===== src/rtl/piso_tx.sv =====
// piso_tx: parallel-in serial-out transmitter.
// Serializes a WIDTH-bit word onto serial_out, one bit per clock. A word is
// taken through a load/ready handshake. frame marks valid bits, and done
// pulses on the last bit. Frames can follow back to back with no idle gap.
// Optional feature: define PISO_TX_PARITY_EN to append an even-parity bit
// after the data bits, so each frame is WIDTH+1 bits long.
module piso_tx #(
    parameter int WIDTH     = 8,
    parameter int MSB_FIRST = 1
) (
    input  logic             clk,
    input  logic             rst,
    input  logic [WIDTH-1:0] data_in,
    input  logic             load,
    output logic             ready,
    output logic             serial_out,
    output logic             frame,
    output logic             done
);

`ifdef PISO_TX_PARITY_EN
    localparam int FRAME_LEN = WIDTH + 1;
`else
    localparam int FRAME_LEN = WIDTH;
`endif
    localparam int CNT_W = $clog2(FRAME_LEN);
    localparam logic [CNT_W-1:0] LAST_CNT = CNT_W'(FRAME_LEN - 1);

    typedef enum logic {
        IDLE  = 1'b0,
        SHIFT = 1'b1
    } state_t;

    state_t           state_q;
    logic [WIDTH-1:0] sr_q;
    logic [CNT_W-1:0] cnt_q;

    logic [WIDTH-1:0] sr_shift_d;
    logic             data_bit;
    logic             last_bit;
    logic             accept;
    logic             tx_bit;

    // Pick the shift direction and the output tap so the next bit to send
    // always sits at the output end of the shift register.
    generate
        if (MSB_FIRST != 0) begin : g_msb_first
            assign sr_shift_d = {sr_q[WIDTH-2:0], 1'b0};
            assign data_bit   = sr_q[WIDTH-1];
        end else begin : g_lsb_first
            assign sr_shift_d = {1'b0, sr_q[WIDTH-1:1]};
            assign data_bit   = sr_q[0];
        end
    endgenerate

    // A new word can enter when idle or during the last bit, which lets
    // frames follow each other with no gap.
    assign last_bit = (state_q == SHIFT) && (cnt_q == LAST_CNT);
    assign ready    = (state_q == IDLE) || last_bit;
    assign accept   = load && ready;

`ifdef PISO_TX_PARITY_EN
    logic par_q;

    // Capture even parity of the accepted word so it can follow the data.
    always_ff @(posedge clk or negedge rst) begin
        if (!rst) begin
            par_q <= 1'b0;
        end else if (accept) begin
            par_q <= ^data_in;
        end
    end

    // The final bit of a frame carries parity. Every other bit is data.
    assign tx_bit = (cnt_q == LAST_CNT) ? par_q : data_bit;
`else
    assign tx_bit = data_bit;
`endif

    // Frame sequencer: load the word, shift it out, and chain or stop at the last bit.
    always_ff @(posedge clk or negedge rst) begin
        if (!rst) begin
            state_q <= IDLE;
            sr_q    <= '0;
            cnt_q   <= '0;
        end else begin
            case (state_q)
                IDLE: begin
                    if (accept) begin
                        state_q <= SHIFT;
                        sr_q    <= data_in;
                        cnt_q   <= '0;
                    end
                end
                SHIFT: begin
                    if (cnt_q != LAST_CNT) begin
                        sr_q  <= sr_shift_d;
                        cnt_q <= cnt_q + CNT_W'(1);
                    end else if (accept) begin
                        sr_q  <= data_in;
                        cnt_q <= '0;
                    end else begin
                        state_q <= IDLE;
                    end
                end
                default: begin
                    state_q <= IDLE;
                end
            endcase
        end
    end

    // Outputs are pure decodes of registered state, so load and data_in
    // have no combinational path to them.
    assign frame      = (state_q == SHIFT);
    assign done       = last_bit;
    assign serial_out = frame ? tx_bit : 1'b0;

endmodule


===== config.mk =====
export PLATFORM = sky130hd
export DESIGN_NAME = piso_tx
export DESIGN_NICKNAME = d
export VERILOG_FILES = /design/src/rtl/piso_tx.sv
export SDC_FILE = /design/constraint.sdc
export NUM_CORES = 1
export LEC_CHECK = 0
export BUFFER_PORTS_ARGS = -buffer_cell sky130_fd_sc_hd__buf_2
export CORE_MARGIN = 10
export CORE_UTILIZATION = 44
export CTS_CLUSTER_DIAMETER = 40
export CTS_CLUSTER_SIZE = 12
export DETAILED_ROUTE_END_ITERATION = 8
export PLACE_DENSITY = 0.78
export SYNTH_ARGS = -nofsm -noshare
export SYNTH_HDL_FRONTEND = slang
export SYNTH_SLANG_ARGS = --single-unit

===== constraint.sdc =====
create_clock -name clk -period 1.4 [get_ports clk]
set_clock_uncertainty 0.05 [all_clocks]
set_input_delay 0.14 -clock clk [delete_from_list [all_inputs] [get_ports clk]]
set_output_delay 0.14 -clock clk [all_outputs]
set_load 0.02 [all_outputs]

Word level (Yosys, flattened, before mapping). Index checks and enable logic that the tools add are counted.

Output and inout bits: 4. Bits in registers: 12. Bits in read-only memories: 0. Logic and storage cells: 20. Memories kept: 0. Latch bits: 0. Bits in writable memories: 0.

Magnitude comparators: 0. Equality and inequality tests: 2. Bitwise operators: 1. Muxes and demuxes: 10. Shift operators: 0. Add/sub/neg operators: 1. Reduce and logical (&&, ||, !) cells: 3. Multipliers: 0. Divide/modulo/power cells: 0.

Operators by type and width (count): $mux 8 (2); $pmux 8 s2 (1); $mux 3 (2); $pmux 3 s2 (1); $add 3x1->3 const B (1); $eq 3x3->1 const B (1); $mux 1 (3); $ne 3x3->1 const B (1); $logic_and 1x1->1 (2); $pmux 1 s2 (1); $logic_or 1x1->1 (1); $not 1->1 (1).

Depth between registers and ports, before layout. Gate-level depths: netlist of the first run.

Word-level depth: 7. Gate-level depth with buffers: 6.

Least setup slack after synthesis of the first run. No wires, ideal clock.

Kind: register -> register. Start: register cnt_q[0]. End: register cnt_q[0]. Data required time: 1.270 ns. Setup time: 0.080 ns. Arrival time: 1.269 ns. Clock period less this slack: 1.399 ns. Slack: 0.001 ns. Path buffers: 1. Stages on the path, launching flop included: 7. Path through: dfrtp_1 > ha_1 > ha_1 > nor2b_4 > buf_6 > inv_2 > mux2i_4.

Longest elaborated chain between the ends: 7.

Ends and longest elaborated chain: start, declared (RTL line 36) `logic [CNT_W-1:0] cnt_q;`; start signal, assigned (RTL line 98) `cnt_q <= cnt_q + CNT_W'(1);`; $eq 3x3->1 * (RTL line 58) `assign last_bit = (state_q == SHIFT) && (cnt_q == LAST_CNT);`; $logic_and 1x1->1 * (RTL line 58); $logic_or 1x1->1 * (RTL line 59) `assign ready = (state_q == IDLE) || last_bit;`; net ready (RTL line 15) `output logic ready,`; $logic_and 1x1->1 * (RTL line 60) `assign accept = load && ready;`; $mux 3 *; $mux 3 (RTL line 96) `if (cnt_q != LAST_CNT) begin`; $pmux 3 s2 * (RTL line 87) `case (state_q)`.

The timed path passes the listed nets; every way through them passes the cells marked *.

Worst setup path after layout of the first run.
Start: register cnt_q[0]. End: output ready.

Longest elaborated chain between the ends: 3.

Ends and longest elaborated chain (RTL line): $eq 3x3->1 (58); $logic_and 1x1->1 (58); $logic_or 1x1->1 (59); end, declared (15).

Every way passes these cells.

==> impl_metrics.json, run 1 <==
{
  "syn_avg_cell_area_sq_um": 11.31,
  "final_core_util": 0.6407,
  "leakagePower_nw": 0.4194,
  "syn_area_sq_um": 588.1,
  "cp-start-kind": "flip-flop",
  "yosys_warnings": 0,
  "vias_per_cell": 5.065,
  "numCtsBuffers": 3,
  "cts.sinks": 12,
  "overflow": 0,
  "clockBufferDepth": 2,
  "slew_headroom": 0.8057,
  "ys_seq_area_frac": 0.5106,
  "synth_seq_cells": 12,
  "vias": 466,
  "synth_fp_nets": 65,
  "tightest_slew_ps": 291.4,
  "final_cell_mix": "12 x dfrtp_1, 12 x buf_2, 9 x nand2_1, 9 x o21ai_1, 8 x mux2i_1",
  "min_path_type": "primary input to flip-flop",
  "holdPathEnd": "sr_q[0]$_DFF_PN0_",
  "setup_violations": 13,
  "r2r_cells": 8,
  "endpoint_kind": "output port",
  "min_period_over_period": 1.088,
  "status": "finished, violations left",
  "clock.fmax_ghz": 0.6568,
  "hold_viol_final": 0,
  "drive_above_1_share": 0.4286,
  "grt_pass1_vias": 477,
  "cts_tree": "built",
  "r2r_slack_ps": -100,
  "grt_use_total": 0.08820,
  "die_area_sq_um": 3199,
  "min_from": "data_in[0]",
  "arrival_ps": 1330,
  "powerDensity_nw_per_um2": 2145,
  "die_h_microns": 56.56,
  "vdd_drop_max_v": 0.0009647,
  "grt_max_degree": 13,
  "crit_path_max_fanout": 2,
  "wire_per_inst_microns": 16.23,
  "grt.busiest_layer": "met2",
  "syn2layout_area_growth_pct": 40.00,
  "worstPathRequired_ps": 1210,
  "stdcell_count": 92,
  "synth_top_cell_by_area": "dfrtp_1",
  "placed_cells": 81,
  "violations": "negative setup slack",
  "insertion_delay_ps": 280,
  "drc": 0,
  "r2r_start": "cnt_q[0]$_DFF_PN0_",
  "grt_pass1_wl_microns": 2187,
  "place_hpwl_microns": 926.3,
  "maxSlewViolCount": 0,
  "routed_wl_microns": 1493,
  "setup_ws_ps": -122.6,
  "numPortBuffers": 14,
  "met1_usage": 0.07939,
  "ys_types": 14,
  "rsz0062_at_grt": "true",
  "place.gp.congestion": 0.6816,
  "grt_use_met2": 0.1473,
  "htreeDepth": 1,
  "root_buffer": "clkbuf_4",
  "clk_transition_reported_paths_ps": 60,
  "fillerInstances": 111,
  "synth.area.top_cells": "dfrtp_1 51%, mux2i_1 14%, o21ai_1 7.7%",
  "core_sq_um": 1285,
  "antenna_found_initial": 0,
  "std_cell_rows": 13,
  "fin_nets": 92,
  "whs_ps": 67.37,
  "grt_util_met3": 0.06742,
  "finalCriticalPeriod_ps": 1523,
  "die_w_microns": 56.56,
  "drt-initial-drc-count": 1,
  "antennaDiodeCount": 0,
  "drtAntennaViolNets": 0,
  "worstSetupStartpoint": "cnt_q[0]$_DFF_PN0_",
  "netlist.area_leader.share": 0.5106,
  "io_pins": 15,
  "start_util": 0.4576,
  "syn_inst": 52,
  "timing.rr.end": "sr_q[5]$_DFF_PN0_",
  "criticalPathCategory": "flip-flop to output port",
  "hold_path_depth": 3,
  "drv_cap": 0,
  "dr.pass1.iters": 2
}
[layout make-up]
| class | count | area (sq um) | share of cell area |
|---|---|---|---|
| Clock buffer | 3 | 22.52 | 0.02736 |
| Inverter | 1 | 3.754 | 0.004559 |
| Multi-Input combinational cell | 36 | 272.8 | 0.3313 |
| Sequential cell | 12 | 300.3 | 0.3647 |
| Tap cell | 15 | 18.77 | 0.02280 |
| Timing Repair Buffer | 25 | 205.2 | 0.2492 |
[synth_stat cells]
library cell / count
o21ai_1: 9
buf_4: 2
nor2_1: 1
nand2_1: 9
nand2b_1: 2
nor2b_4: 1
mux2i_1: 8
ha_1: 2
and2_1: 2
inv_2: 1
or2_4: 1
dfrtp_1: 12
mux2i_4: 1
buf_6: 1
[routing by layer]
metal | routed length [microns] | part of all wire | vias up
met2 | 771 | 0.52 | 15
met1 | 548 | 0.37 | 218
met3 | 135 | 0.090 | 5
met4 | 37 | 0.025 | 0
met5 | 0 | 0 | -
li1 | - | - | 228
[kinds of logic (layout without fill, tap and decap cells)]
| group | count (synthesis) | in the layout | share of synthesized area |
|---|---|---|---|
| fa+ha+maj | 2 | 2 | 0.04255 |
| simple gates | 16 | 16 | 0.1447 |
| buf+inv | 4 | 29 | 0.05105 |
| mux | 9 | 9 | 0.1745 |
| flops | 12 | 12 | 0.5106 |
| compound gates | 9 | 9 | 0.07659 |
[registers in the layout (all words and copies together) (netlist names)]
register and cells:
sr_q 8, cnt_q 3, frame 1
[power breakdown]
part / total, W / internal [W] / switching, W
logic: 0.000984 / 0.000552 / 0.000432
registers: 0.000571 / 0.000485 / 0.0000858
clock network: 0.000211 / 0.0000998 / 0.000111
[worst max-delay path by stage]
stage,end,cells after the start
final,ready,5
after global routing,ready,5
after CTS,ready,5
after detailed placement,sr_q[5]$_DFF_PN0_,6
after global placement,ready,5
after floorplan,cnt_q[0]$_DFF_PN0_,6
[stage by stage]
step / worst slack (ps) / setup TNS, ps / cell area [sq um] / power [W]
2_1_floorplan: 0.8560 / 0 / 588.1 / 0.001032
3_3_place_gp: 34.21 / 0 / 685.7 / 0.001208
3_5_place_dp: -38.71 / -115.0 / 685.7 / 0.001248
4_1_cts: -109.6 / -217.2 / 760.7 / 0.001571
5_1_grt: -192.9 / -2028 / 823.3 / 0.001905
6_report: -122.6 / -1055 / 823.3 / 0.001766
[critical path: stages (launching register included)]
cell     delay, ps
dfrtp_1        390
ha_2           200
ha_4           160
nor2b_4        130
inv_2           60
buf_6          130
[what timing repair did]
item                       in CTS  in global routing
setup buffers                   2                  4
setup endpoints to repair      10                 13
hold buffers                    1                  0
gates cloned                    0                  1
hold endpoints to repair       12                  0
resized for setup               7                  2
Power figures use the tool's default switching activity.
==> run 2, diff against run 1 <==
--- a/config.mk
+++ b/config.mk
@@ -5,7 +5,7 @@
 export SDC_FILE = /design/constraint.sdc
 export NUM_CORES = 1
 export LEC_CHECK = 0
-export BUFFER_PORTS_ARGS = -buffer_cell sky130_fd_sc_hd__buf_2
+export BUFFER_PORTS_ARGS = -buffer_cell sky130_fd_sc_hd__buf_4
 export CORE_MARGIN = 10
 export CORE_UTILIZATION = 44
 export CTS_CLUSTER_DIAMETER = 40
==> constraint.sdc (replaced) <==
create_clock -name clk -period 1.4 [get_ports clk]
set_clock_uncertainty 0.05 [all_clocks]
set_input_delay 0.42 -clock clk [delete_from_list [all_inputs] [get_ports clk]]
set_output_delay 0.42 -clock clk [all_outputs]
set_load 0.02 [all_outputs]
==> impl_metrics.json, run 2 (synthesis gave the netlist of run 1 again) <==
{
  "status": "finished, violations left",
  "violations": "negative setup slack",
  "antenna_found_initial": 0,
  "syn2layout_area_growth_pct": 35.74,
  "core_sq_um": 1285,
  "numPortBuffers": 14,
  "cts_tree": "built",
  "maxSlewViolCount": 0,
  "cts.sinks": 12,
  "die_w_microns": 56.56,
  "crit_family": "flip-flops",
  "fin_nets": 86,
  "start_util": 0.4576,
  "finalCriticalPeriod_ps": 1798,
  "setup_ws_ps": -397.6,
  "vias": 416,
  "tightest_slew_ps": 147.4,
  "grt_pass1_wl_microns": 1897,
  "largest_reg_flops": 8,
  "drtAntennaViolNets": 0,
  "wire_per_inst_microns": 12.23,
  "setup_violations": 10,
  "root_buffer": "clkbuf_4",
  "dpl_worst_slack_ps": -126.4,
  "clock.fmax_ghz": 0.5563,
  "worstPathRequired_ps": 930,
  "min_from": "data_in[0]",
  "die_area_sq_um": 3199,
  "min_path_type": "primary input to flip-flop",
  "io_pins": 15,
  "leakagePower_nw": 0.3940,
  "timing.rr.end": "cnt_q[0]$_DFF_PN0_",
  "grt_pass1_vias": 467,
  "place.gp.congestion": 0.7005,
  "whs_ps": 343.4,
  "r2r_slack_ps": -120,
  "powerDensity_nw_per_um2": 1959,
  "dr.pass1.iters": 2,
  "min_period_over_period": 1.284,
  "drc": 0,
  "hold_viol_final": 0,
  "placed_cells": 81,
  "drive_above_1_share": 0.4028,
  "r2r_start": "cnt_q[0]$_DFF_PN0_",
  "crit_path_top_delay_cell": "dfrtp_1",
  "slew_headroom": 0.8989,
  "worstPathCellList": "ha_2 -> ha_4 -> nor2b_4 -> inv_6 -> buf_6",
  "htreeDepth": 1,
  "vdd_drop_max_v": 0.001007,
  "grt_max_degree": 21,
  "clockBufferDepth": 2,
  "endpoint_kind": "output port",
  "numCtsBuffers": 3,
  "vias_per_cell": 4.782,
  "holdPathEnd": "sr_q[0]$_DFF_PN0_",
  "overflow": 0,
  "std_cell_rows": 13,
  "clk_transition_reported_paths_ps": 70,
  "die_h_microns": 56.56,
  "cp-start-kind": "flip-flop",
  "criticalPathCategory": "flip-flop to output port",
  "routed_wl_microns": 1064,
  "stdcell_count": 87,
  "arrival_ps": 1330,
  "crit_buf_inv": 2,
  "insertion_delay_ps": 270,
  "max_stage_delay_ps": 390,
  "regMostFlops": "sr_q",
  "regArea_sq_um": 300.3,
  "drv_cap": 0,
  "rsz0062_at_grt": "true",
  "antennaDiodeCount": 0,
  "final_cell_mix": "14 x buf_4, 12 x dfrtp_1, 9 x nand2_1, 9 x o21ai_1, 8 x mux2i_1",
  "multi_input_area_sq_um": 274.0,
  "crit_path_max_fanout": 2,
  "hold_path_depth": 3,
  "r2r_cells": 6,
  "fillerInstances": 112,
  "final_common_cell": "buf_4",
  "grt_use_total": 0.07214,
  "drt-initial-drc-count": 6
}
==> run 2: changes by cell type in the layout (fill, tap and decap cells not counted) <==
| cell | delta |
|---|---|
| and2_1 | -1 |
| and2_2 | +1 |
| buf_12 | -1 |
| buf_2 | -12 |
| buf_4 | +8 |
| clkbuf_16 | -1 |
| clkbuf_8 | +1 |
| inv_2 | -1 |
| inv_6 | +1 |
==> run 2: through the flow <==
stage / setup TNS [ps] / power (W) / util / cell area (sq um)
final: -989.9 / 0.001564 / 0.6212 / 798.3
after global routing: -2368 / 0.001706 / 0.6212 / 798.3
after CTS: -1139 / 0.001571 / 0.6125 / 787.0
after detailed placement: -385.5 / 0.001268 / 0.5677 / 729.5
after global placement: -305.2 / 0.001244 / 0.5677 / 729.5
after floorplan: -155.4 / 0.001082 / - / 609.3
==> run 2: what timing repair did <==
action | in CTS | in global routing
hold endpoints to repair | 12 | 0
endpoints found under the setup margin | 14 | 15
setup buffers | 1 | 2
pin swaps | 1 | 0
hold buffers | 1 | 0
resized for setup | 3 | 1
==> run 2: worst min-delay path: stages <==
cell     delay (ps)
buf_4            70
mux2i_1          50
nor2_1           80
==> run 2: power by group <==
| part | internal, W | leakage [nW] | total, W | switching, W |
|---|---|---|---|---|
| sequential | 0.000484 | 0.152 | 0.000564 | 0.0000793 |
| combinational | 0.000381 | 0.221 | 0.000728 | 0.000347 |
| clock | 0.000158 | 0.0210 | 0.000272 | 0.000114 |
==> run 2: cell type report <==
cell class	instances	area share
sequential	12	0.3762
multi-input combinational	36	0.3433
timing repair buffer	19	0.2006
clock buffer	4	0.04545
tap	15	0.02351
inverter	1	0.01097
==> run 2: per-layer routing <==
layer  vias up  global-route usage  wire, microns
met5         -                   0              0
met4         0             0.04124             16
met3         2             0.02921             71
met2        11              0.1144            528
met1       190             0.07868            448
li1        213                   -              -
==> run 2: how the worst max path moves through the flow <==
stage / to / cells after the start / startpoint / slack, ps
floorplan: ready / 5 / cnt_q[0]$_DFF_PN0_ / -130
global placement: ready / 5 / cnt_q[0]$_DFF_PN0_ / -110
detailed placement: ready / 5 / cnt_q[1]$_DFF_PN0_ / -130
CTS: ready / 5 / cnt_q[0]$_DFF_PN0_ / -410
global route: ready / 5 / cnt_q[0]$_DFF_PN0_ / -450
finish: ready / 5 / cnt_q[0]$_DFF_PN0_ / -400
